[src/rtl/imem_loader_pkg.sv]
// Shared definitions for the boot-time instruction memory loader.
// Widths, stream constants and the loader state encoding.
package imem_loader_pkg;

    // Instruction memory address width (matches the PC width).
    localparam int ADDR_W  = 8;

    // Instruction word width: {HI[0], LO}.
    localparam int INSTR_W = 9;

    // Bits of the HI byte that must be zero in a well-formed stream.
    localparam logic [7:0] HI_RSVD_MASK = 8'hFE;

    // Loader states.
    typedef enum logic [2:0] {
        S_HDR  = 3'd0,
        S_LO   = 3'd1,
        S_HI   = 3'd2,
        S_WR   = 3'd3,
        S_CSUM = 3'd4,
        S_DONE = 3'd5,
        S_ERR  = 3'd6
    } state_e;

    // States in which a stream byte may be accepted.
    function automatic logic accepts_byte(input state_e s);
        return (s == S_HDR) || (s == S_LO) ||
               (s == S_HI)  || (s == S_CSUM);
    endfunction

    // Assemble an instruction word from its LO and HI bytes.
    function automatic logic [INSTR_W-1:0] make_instr(
        input logic [7:0] lo,
        input logic [7:0] hi
    );
        return {hi[0], lo};
    endfunction

endpackage

[src/rtl/imem_loader.sv]
// Boot-time program loader: parses a header/words/checksum byte stream,
// writes instruction memory from address 0 and holds the CPU in reset until done.
module imem_loader
    import imem_loader_pkg::*;
(
    input  logic              clk,
    input  logic              reset,
    input  logic [7:0]        rx_data,
    input  logic              rx_valid,
    output logic              rx_ready,
    input  logic              reload,
    output logic              imem_we,
    output logic [ADDR_W-1:0] imem_addr,
    output logic [INSTR_W-1:0] imem_wdata,
    output logic              cpu_reset,
    output logic              load_done,
    output logic              load_error,
    output logic [ADDR_W-1:0] words_loaded
);

    state_e               state_q, state_d;
    logic                 rx_ready_q, rx_ready_d;
    logic                 imem_we_q, imem_we_d;
    logic [ADDR_W-1:0]    imem_addr_q, imem_addr_d;
    logic [INSTR_W-1:0]   imem_wdata_q, imem_wdata_d;
    logic                 cpu_reset_q, cpu_reset_d;
    logic                 load_done_q, load_done_d;
    logic                 load_error_q, load_error_d;
    logic [ADDR_W-1:0]    words_q, words_d;
    logic [7:0]           csum_q, csum_d;
    logic [7:0]           count_q, count_d;
    logic [7:0]           lo_q, lo_d;
    logic                 xfer;

    assign xfer = rx_valid & rx_ready_q;

    // Next-state, datapath and registered-output computation.
    always_comb begin
        state_d      = state_q;
        imem_we_d    = 1'b0;
        imem_addr_d  = imem_addr_q;
        imem_wdata_d = imem_wdata_q;
        cpu_reset_d  = cpu_reset_q;
        load_done_d  = load_done_q;
        load_error_d = load_error_q;
        words_d      = words_q;
        csum_d       = csum_q;
        count_d      = count_q;
        lo_d         = lo_q;

        unique case (state_q)
            S_HDR: begin
                if (xfer) begin
                    csum_d  = rx_data;
                    count_d = rx_data;
                    state_d = (rx_data == 8'd0) ? S_CSUM : S_LO;
                end
            end
            S_LO: begin
                if (xfer) begin
                    lo_d    = rx_data;
                    csum_d  = csum_q ^ rx_data;
                    state_d = S_HI;
                end
            end
            S_HI: begin
                if (xfer) begin
                    if ((rx_data & HI_RSVD_MASK) != 8'd0) begin
                        load_error_d = 1'b1;
                        state_d      = S_ERR;
                    end else begin
                        csum_d       = csum_q ^ rx_data;
                        imem_we_d    = 1'b1;
                        imem_addr_d  = words_q;
                        imem_wdata_d = make_instr(lo_q, rx_data);
                        state_d      = S_WR;
                    end
                end
            end
            S_WR: begin
                words_d = words_q + 1'b1;
                count_d = count_q - 8'd1;
                state_d = (count_q == 8'd1) ? S_CSUM : S_LO;
            end
            S_CSUM: begin
                if (xfer) begin
                    if (rx_data == csum_q) begin
                        cpu_reset_d = 1'b0;
                        load_done_d = 1'b1;
                        state_d     = S_DONE;
                    end else begin
                        load_error_d = 1'b1;
                        state_d      = S_ERR;
                    end
                end
            end
            S_DONE, S_ERR: begin
                if (reload) begin
                    cpu_reset_d  = 1'b1;
                    load_done_d  = 1'b0;
                    load_error_d = 1'b0;
                    words_d      = '0;
                    csum_d       = 8'd0;
                    count_d      = 8'd0;
                    state_d      = S_HDR;
                end
            end
            default: begin
                state_d = S_HDR;
            end
        endcase

        rx_ready_d = accepts_byte(state_d);
    end

    // State and output registers with synchronous reset.
    always_ff @(posedge clk) begin
        if (reset) begin
            state_q      <= S_HDR;
            rx_ready_q   <= 1'b1;
            imem_we_q    <= 1'b0;
            imem_addr_q  <= '0;
            imem_wdata_q <= '0;
            cpu_reset_q  <= 1'b1;
            load_done_q  <= 1'b0;
            load_error_q <= 1'b0;
            words_q      <= '0;
            csum_q       <= 8'd0;
            count_q      <= 8'd0;
            lo_q         <= 8'd0;
        end else begin
            state_q      <= state_d;
            rx_ready_q   <= rx_ready_d;
            imem_we_q    <= imem_we_d;
            imem_addr_q  <= imem_addr_d;
            imem_wdata_q <= imem_wdata_d;
            cpu_reset_q  <= cpu_reset_d;
            load_done_q  <= load_done_d;
            load_error_q <= load_error_d;
            words_q      <= words_d;
            csum_q       <= csum_d;
            count_q      <= count_d;
            lo_q         <= lo_d;
        end
    end

    assign rx_ready     = rx_ready_q;
    assign imem_we      = imem_we_q;
    assign imem_addr    = imem_addr_q;
    assign imem_wdata   = imem_wdata_q;
    assign cpu_reset    = cpu_reset_q;
    assign load_done    = load_done_q;
    assign load_error   = load_error_q;
    assign words_loaded = words_q;

endmodule
[config.mk]
export PLATFORM = sky130hd
export DESIGN_NAME = imem_loader
export DESIGN_NICKNAME = d
export VERILOG_FILES = /design/src/rtl/imem_loader_pkg.sv /design/src/rtl/imem_loader.sv
export SDC_FILE = /design/constraint.sdc
export NUM_CORES = 1
export LEC_CHECK = 0
export CORE_MARGIN = 2
export CORE_UTILIZATION = 30
export DETAILED_ROUTE_END_ITERATION = 8
export GPL_ROUTABILITY_DRIVEN = 0
export HOLD_SLACK_MARGIN = 0.06
export SYNTH_ARGS = -nofsm -noshare
export SYNTH_HDL_FRONTEND = slang
export SYNTH_SLANG_ARGS = --single-unit
[constraint.sdc]
create_clock -name clk -period 1.45 [get_ports clk]
set_input_delay 0.2175 -clock clk [delete_from_list [all_inputs] [get_ports clk]]
set_output_delay 0.2175 -clock clk [all_outputs]
set_load 0.05 [all_outputs]
==> After elaboration in Yosys (flattened, before gate mapping) <==
Cells that the tools add are included.
Widths: inputs -> output; s select.
{ "op_classes": {"add_sub_neg": 2, "n_eq_ne": 20, "mux": 32, "n_bitwise": 5, "reduce_logical": 21} }
{ "ops": {"columns": ["op", "count"], "rows": [
  ["$mux 8", 5],
  ["$pmux 8 s4", 1],
  ["$mux 3", 8],
  ["$pmux 8 s3", 1],
  ["$ne 2x2->1 const B", 9],
  ["$pmux 3 s6", 1],
  ["$pmux 8 s2", 1],
  ["$eq 3x3->1 const B", 4],
  ["$reduce_and 6->1", 2],
  ["$mux 1", 11],
  ["$eq 3x2->1 const B", 3],
  ["$add 8x1->8 const B", 1],
  ["$eq 8x1->1 const B", 1],
  ["$eq 8x8->1", 1],
  ["$logic_not 8->1", 1],
  ["$reduce_bool 8->1", 1],
  ["$sub 8x1->8 const B", 1],
  ["$xor 8x8->8", 1],
  ["$eq 3x1->1 const B", 2],
  ["$logic_not 3->1", 2],
  ["$reduce_and 3->1", 2],
  ["$reduce_bool 3->1", 2],
  ["$pmux 1 s2", 2],
  ["$reduce_and 2->1", 2],
  ["other kinds (10)", 15]
]} }
{ "totals": {"regBits": 57, "inputBits": 12, "out_inout_bits": 30} }

==> Longest topological paths before layout <==
{ "depth": {"word_depth": 8, "depth_mapped": 8, "depth_no_buf": 7} }

==> Least setup slack after synthesis <==
OpenSTA, ideal clock, no wires.
{ "synth_path": {"path_kind": "register to register", "start": "reg rx_ready_q (netlist: rx_ready)", "end": "reg count_q[2]", "t_arrival_ns": 1.741, "t_required_ns": 1.364, "setup_slack_ns": -0.377, "stages_incl_launch_ff": 6, "n_path_buf": 0, "cell_sequence": "dfxtp_1 -> nand3b_4 -> mux2_2 -> o21ai_4 -> o21ai_2 -> a221oi_2"} }
{ "synth_between": {"elab_chain_len": 3} }
{ "synth_rtl": {"columns": ["element", "line_no", "rtl"], "rows": [
  ["start: declaration", "imem_loader.sv:22", "logic rx_ready_q, rx_ready_d;"],
  ["start signal: assignment", "imem_loader.sv:133", "rx_ready_q <= rx_ready_d;"],
  ["$and 1x1->1", "imem_loader.sv:35", "assign xfer = rx_valid & rx_ready_q;"],
  ["$ne 2x2->1 (no source line)", null, null],
  ["$reduce_and 3->1 (no source line)", null, null],
  ["end signal: assignment", "imem_loader.sv:142", "count_q <= count_d;"],
  ["end: declaration", "imem_loader.sv:31", "logic [7:0] count_q, count_d;"]
]} }
Every way passes these cells.
A chain may end at the register's enable or synchronous reset.

==> Worst setup path in the final report <==
{ "layout_path": {"start": "in rx_valid", "end": "reg count_q[2]"} }
{ "layout_between": {"elab_chain_len": 3} }
{ "layout_rtl": {"columns": ["element", "line_no", "rtl"], "rows": [
  ["start: declaration", "imem_loader.sv:9", "input logic rx_valid,"],
  ["$and 1x1->1", "imem_loader.sv:35", null],
  ["$ne 2x2->1 (no source line)", null, null],
  ["$reduce_and 3->1 (no source line)", null, null]
]} }
Every way passes these cells.

==> metrics.yaml <==
status:
  outcome: "complete, but fails checks"
  violations: "negative setup slack"
power:
  max-vdd-ir-drop_mv: 0.614
  internal-power_mw: 3.23
  switchingPower_mw: 1.66
  power_frac_clock: 0.278
  cellPowerDensity_mw_per_mm2: 1010
  seq_power_share: 0.364
  leakage_nw: 2.01
  comb_power_share: 0.358
  swShare: 0.340
sta:
  min_period_ns: 1.55
  worst_slew_pin_slew_ns: 0.393
  worst_slack_ns: -0.100
  setup_viol: 15
  rsz0062_at_grt: "yes"
  final_hold_viol_count: 0
  slew_viol_final: 0
  fmax_mhz: 645
  period_share: 1.07
  relSlewSlack: 0.735
  fin_skew_ns: 0.0105
  tns_ns: -0.620
synthesis:
  syn_area_mm2: 0.00292
  ys_types: 62
  synth_async_sr_flop_share: 0
  synth.avg_cell_area_um2: 8.46
  ys.flop_type: "dfxtp_1"
  netlist_instances: 345
  yosysWarnings: 0
  ys_ff_latch: 57
  synth_fp_nets: 360
  synth_seq_area_share: 0.391
  synth-edff-count: 0
worst_setup_path:
  r2r_setup_slack_ns: -0.09
  critPathArrivalTime_ns: 1.77
  reg2reg_depth: 6
  worst_setup_path_start_kind: "input pin"
  critPathMaxFanout: 7
  worst-setup-path-type: "input pin to register"
  regToRegStartpoint: "state_q[2]"
  worstPathRequired_ns: 1.67
  end_kind: "register"
  timing.rr.end: "count_q[2]"
global_route:
  grtUsageTotal: 0.171
  grt_overflow: 0
  grtUsageMet3: 0.0495
  top_usage_layer: "met2"
  grt_use_met2: 0.275
  antenna_found_initial: 0
  grt_pass1_vias: 2865
  grt_max_degree: 28
  grt_pass1_wl_um: 13800
  grtUsageMet1: 0.220
worst_hold_path:
  hold_depth: 4
  hp-start: "rx_data[6]"
  min_to: "lo_q[6]"
  hold_class: "input pin to register"
detailed_routing:
  dr.pass1.iters: 4
  routed-via-count: 2950
  drtIter0Drc: 131
  drt-total-wl_um: 8730
  routedWlPerCell_um: 14.5
  ant_nets: 0
  drcViolationCount: 0
  via_per_inst: 4.91
clocking:
  clock_latency_ns: 0.34
  clock_path_buffers: 2
  tritoncts: "done"
  clock-sinks: 57
  clk_pin_slew_ns: 0.07
  ctsHtreeMaxLevel: 3
  clockRootBuffer: "clkbuf_8"
  cts_inserted_buffers: 9
  cts_hold_buf: 0
final_layout:
  finalNetCount: 478
  multi_input_area_mm2: 0.00191
  final_cell_mix: "buf_4, dfxtp_1, nor2_1"
  diodes: 0
  fill_cells: 879
  final_common_cell: "buf_4"
  utilization: 0.503
  design_area_mm2: 0.00483
  regArea_mm2: 0.00117
  layout-drive-gt1-share: 0.442
  synthToLayoutAreaGrowth_pct: 65.3
run:
  maxCapViolations: 0
place:
  numPortBuffers: 41
  dp.final_hpwl_um: 6060
  placed_cell_area_mm2: 0.00427
  dp_slack_ns: -0.643
die:
  initial_core_util: 0.304
  dieHeight_um: 103
  io_pins: 42
  die-area_mm2: 0.0105
  coreArea_mm2: 0.00959
  placement_rows: 36
  die_w_um: 103
[registers in the layout, summed over array words and instances (netlist names)]
| name | count |
|---|---|
| count_q | 8 |
| load_done | 1 |
| imem_addr | 8 |
| rx_ready | 1 |
| cpu_reset | 1 |
| words_loaded | 8 |
| load_error | 1 |
| lo_q | 8 |
| imem_wdata | 9 |
| csum_q | 8 |
| state_q | 3 |
| imem_we | 1 |
[cells by family (layout without fill, tap and decap cells)]
| logic type | count (synthesis) | count (layout) | share of synthesized area |
|---|---|---|---|
| xor gates and xnor gates | 17 | 17 | 0.0510 |
| AOI/OAI and AO/OA | 95 | 95 | 0.218 |
| muxes | 21 | 21 | 0.0724 |
| and+or+nand+nor | 122 | 123 | 0.206 |
| adders and majority gates | 3 | 3 | 0.0129 |
| buffers and inverters | 30 | 152 | 0.0493 |
| DFF | 57 | 57 | 0.391 |
[per-layer routing]
metal | wire, µm | part of all wire
met1 | 3780 | 0.43
met5 | 0 | 0
met4 | 130 | 0.015
met2 | 4260 | 0.49
met3 | 555 | 0.064
[per-stage QoR]
stage          power, mW  hold WS, ns  instances
3_5_place_dp        3.17        0.446        572
4_1_cts             4.69        0.408        594
3_3_place_gp        3.15        0.445        572
2_1_floorplan       2.58        0.353        345
5_1_grt             5.16        0.360        601
6_report            4.89        0.346        601
[cells in the mapped netlist, drive strengths merged, types with 2 or more instances]
| master | n | area share |
|---|---|---|
| clkbuf | 9 | 0.012 |
| nand3b | 4 | 0.016 |
| a221oi | 2 | 0.0081 |
| and2 | 3 | 0.0064 |
| inv | 6 | 0.0077 |
| a211oi | 16 | 0.041 |
| xnor2 | 9 | 0.027 |
| nor4 | 6 | 0.020 |
| o21ai | 21 | 0.042 |
| xor2 | 8 | 0.024 |
| a21oi | 34 | 0.060 |
| or2 | 2 | 0.0043 |
| and3 | 2 | 0.0043 |
| nand2 | 32 | 0.044 |
| nand2b | 2 | 0.0043 |
| nor3 | 6 | 0.010 |
| mux2i | 20 | 0.069 |
| nor2 | 50 | 0.064 |
| ha | 3 | 0.013 |
| nand3 | 8 | 0.015 |
| o211ai | 4 | 0.015 |
| nor2b | 3 | 0.0064 |
| buf | 15 | 0.030 |
| dfxtp | 57 | 0.39 |
| a31oi | 2 | 0.0043 |
[power groups by stage]
| stage | combinational (mW) | clock, mW | sequential [mW] |
|---|---|---|---|
| final | 1.75 | 1.36 | 1.78 |
| after global routing | 1.88 | 1.49 | 1.79 |
| after CTS | 1.51 | 1.40 | 1.77 |
| after detailed placement | 1.37 | 0 | 1.80 |
| after global placement | 1.35 | 0 | 1.80 |
| after floorplan | 0.766 | 0 | 1.82 |
[layout make-up]
cell class / count / area share
Clock buffer: 10 / 0.0285
Clock inverter: 6 / 0.00907
Inverter: 6 / 0.00467
Multi-Input combinational cell: 259 / 0.395
Sequential cell: 57 / 0.242
Tap cell: 133 / 0.0345
Timing Repair Buffer: 130 / 0.286
[worst max-delay path by stage]
stage	start	endpoint	slack [ns]	depth (start not counted)
2_1_floorplan	state_q[2]	count_q[2]	-0.07	6
3_3_place_gp	rx_data[6]	csum_q[0]	-0.61	7
3_5_place_dp	rx_data[6]	csum_q[7]	-0.64	7
4_1_cts	csum_q[2]	rx_ready	-0.07	6
5_1_grt	state_q[0]	rx_ready	-0.17	7
6_report	rx_valid	count_q[2]	-0.10	7
[worst max-delay path: stages]
cell	delay (ns)
clkdlybuf4s50_1	0.56
nand3b_4	0.10
mux2_4	0.30
o21ai_4	0.29
buf_6	0.15
buf_4	0.10
a221oi_2	0.05
[what timing repair did]
action	CTS	global route
hold endpoints to repair	0	0
gates cloned	1	0
setup buffers	5	7
endpoints found under the setup margin	51	51
resized for setup	49	38
pin swaps	15	16
(Power assumes the default switching activity.)
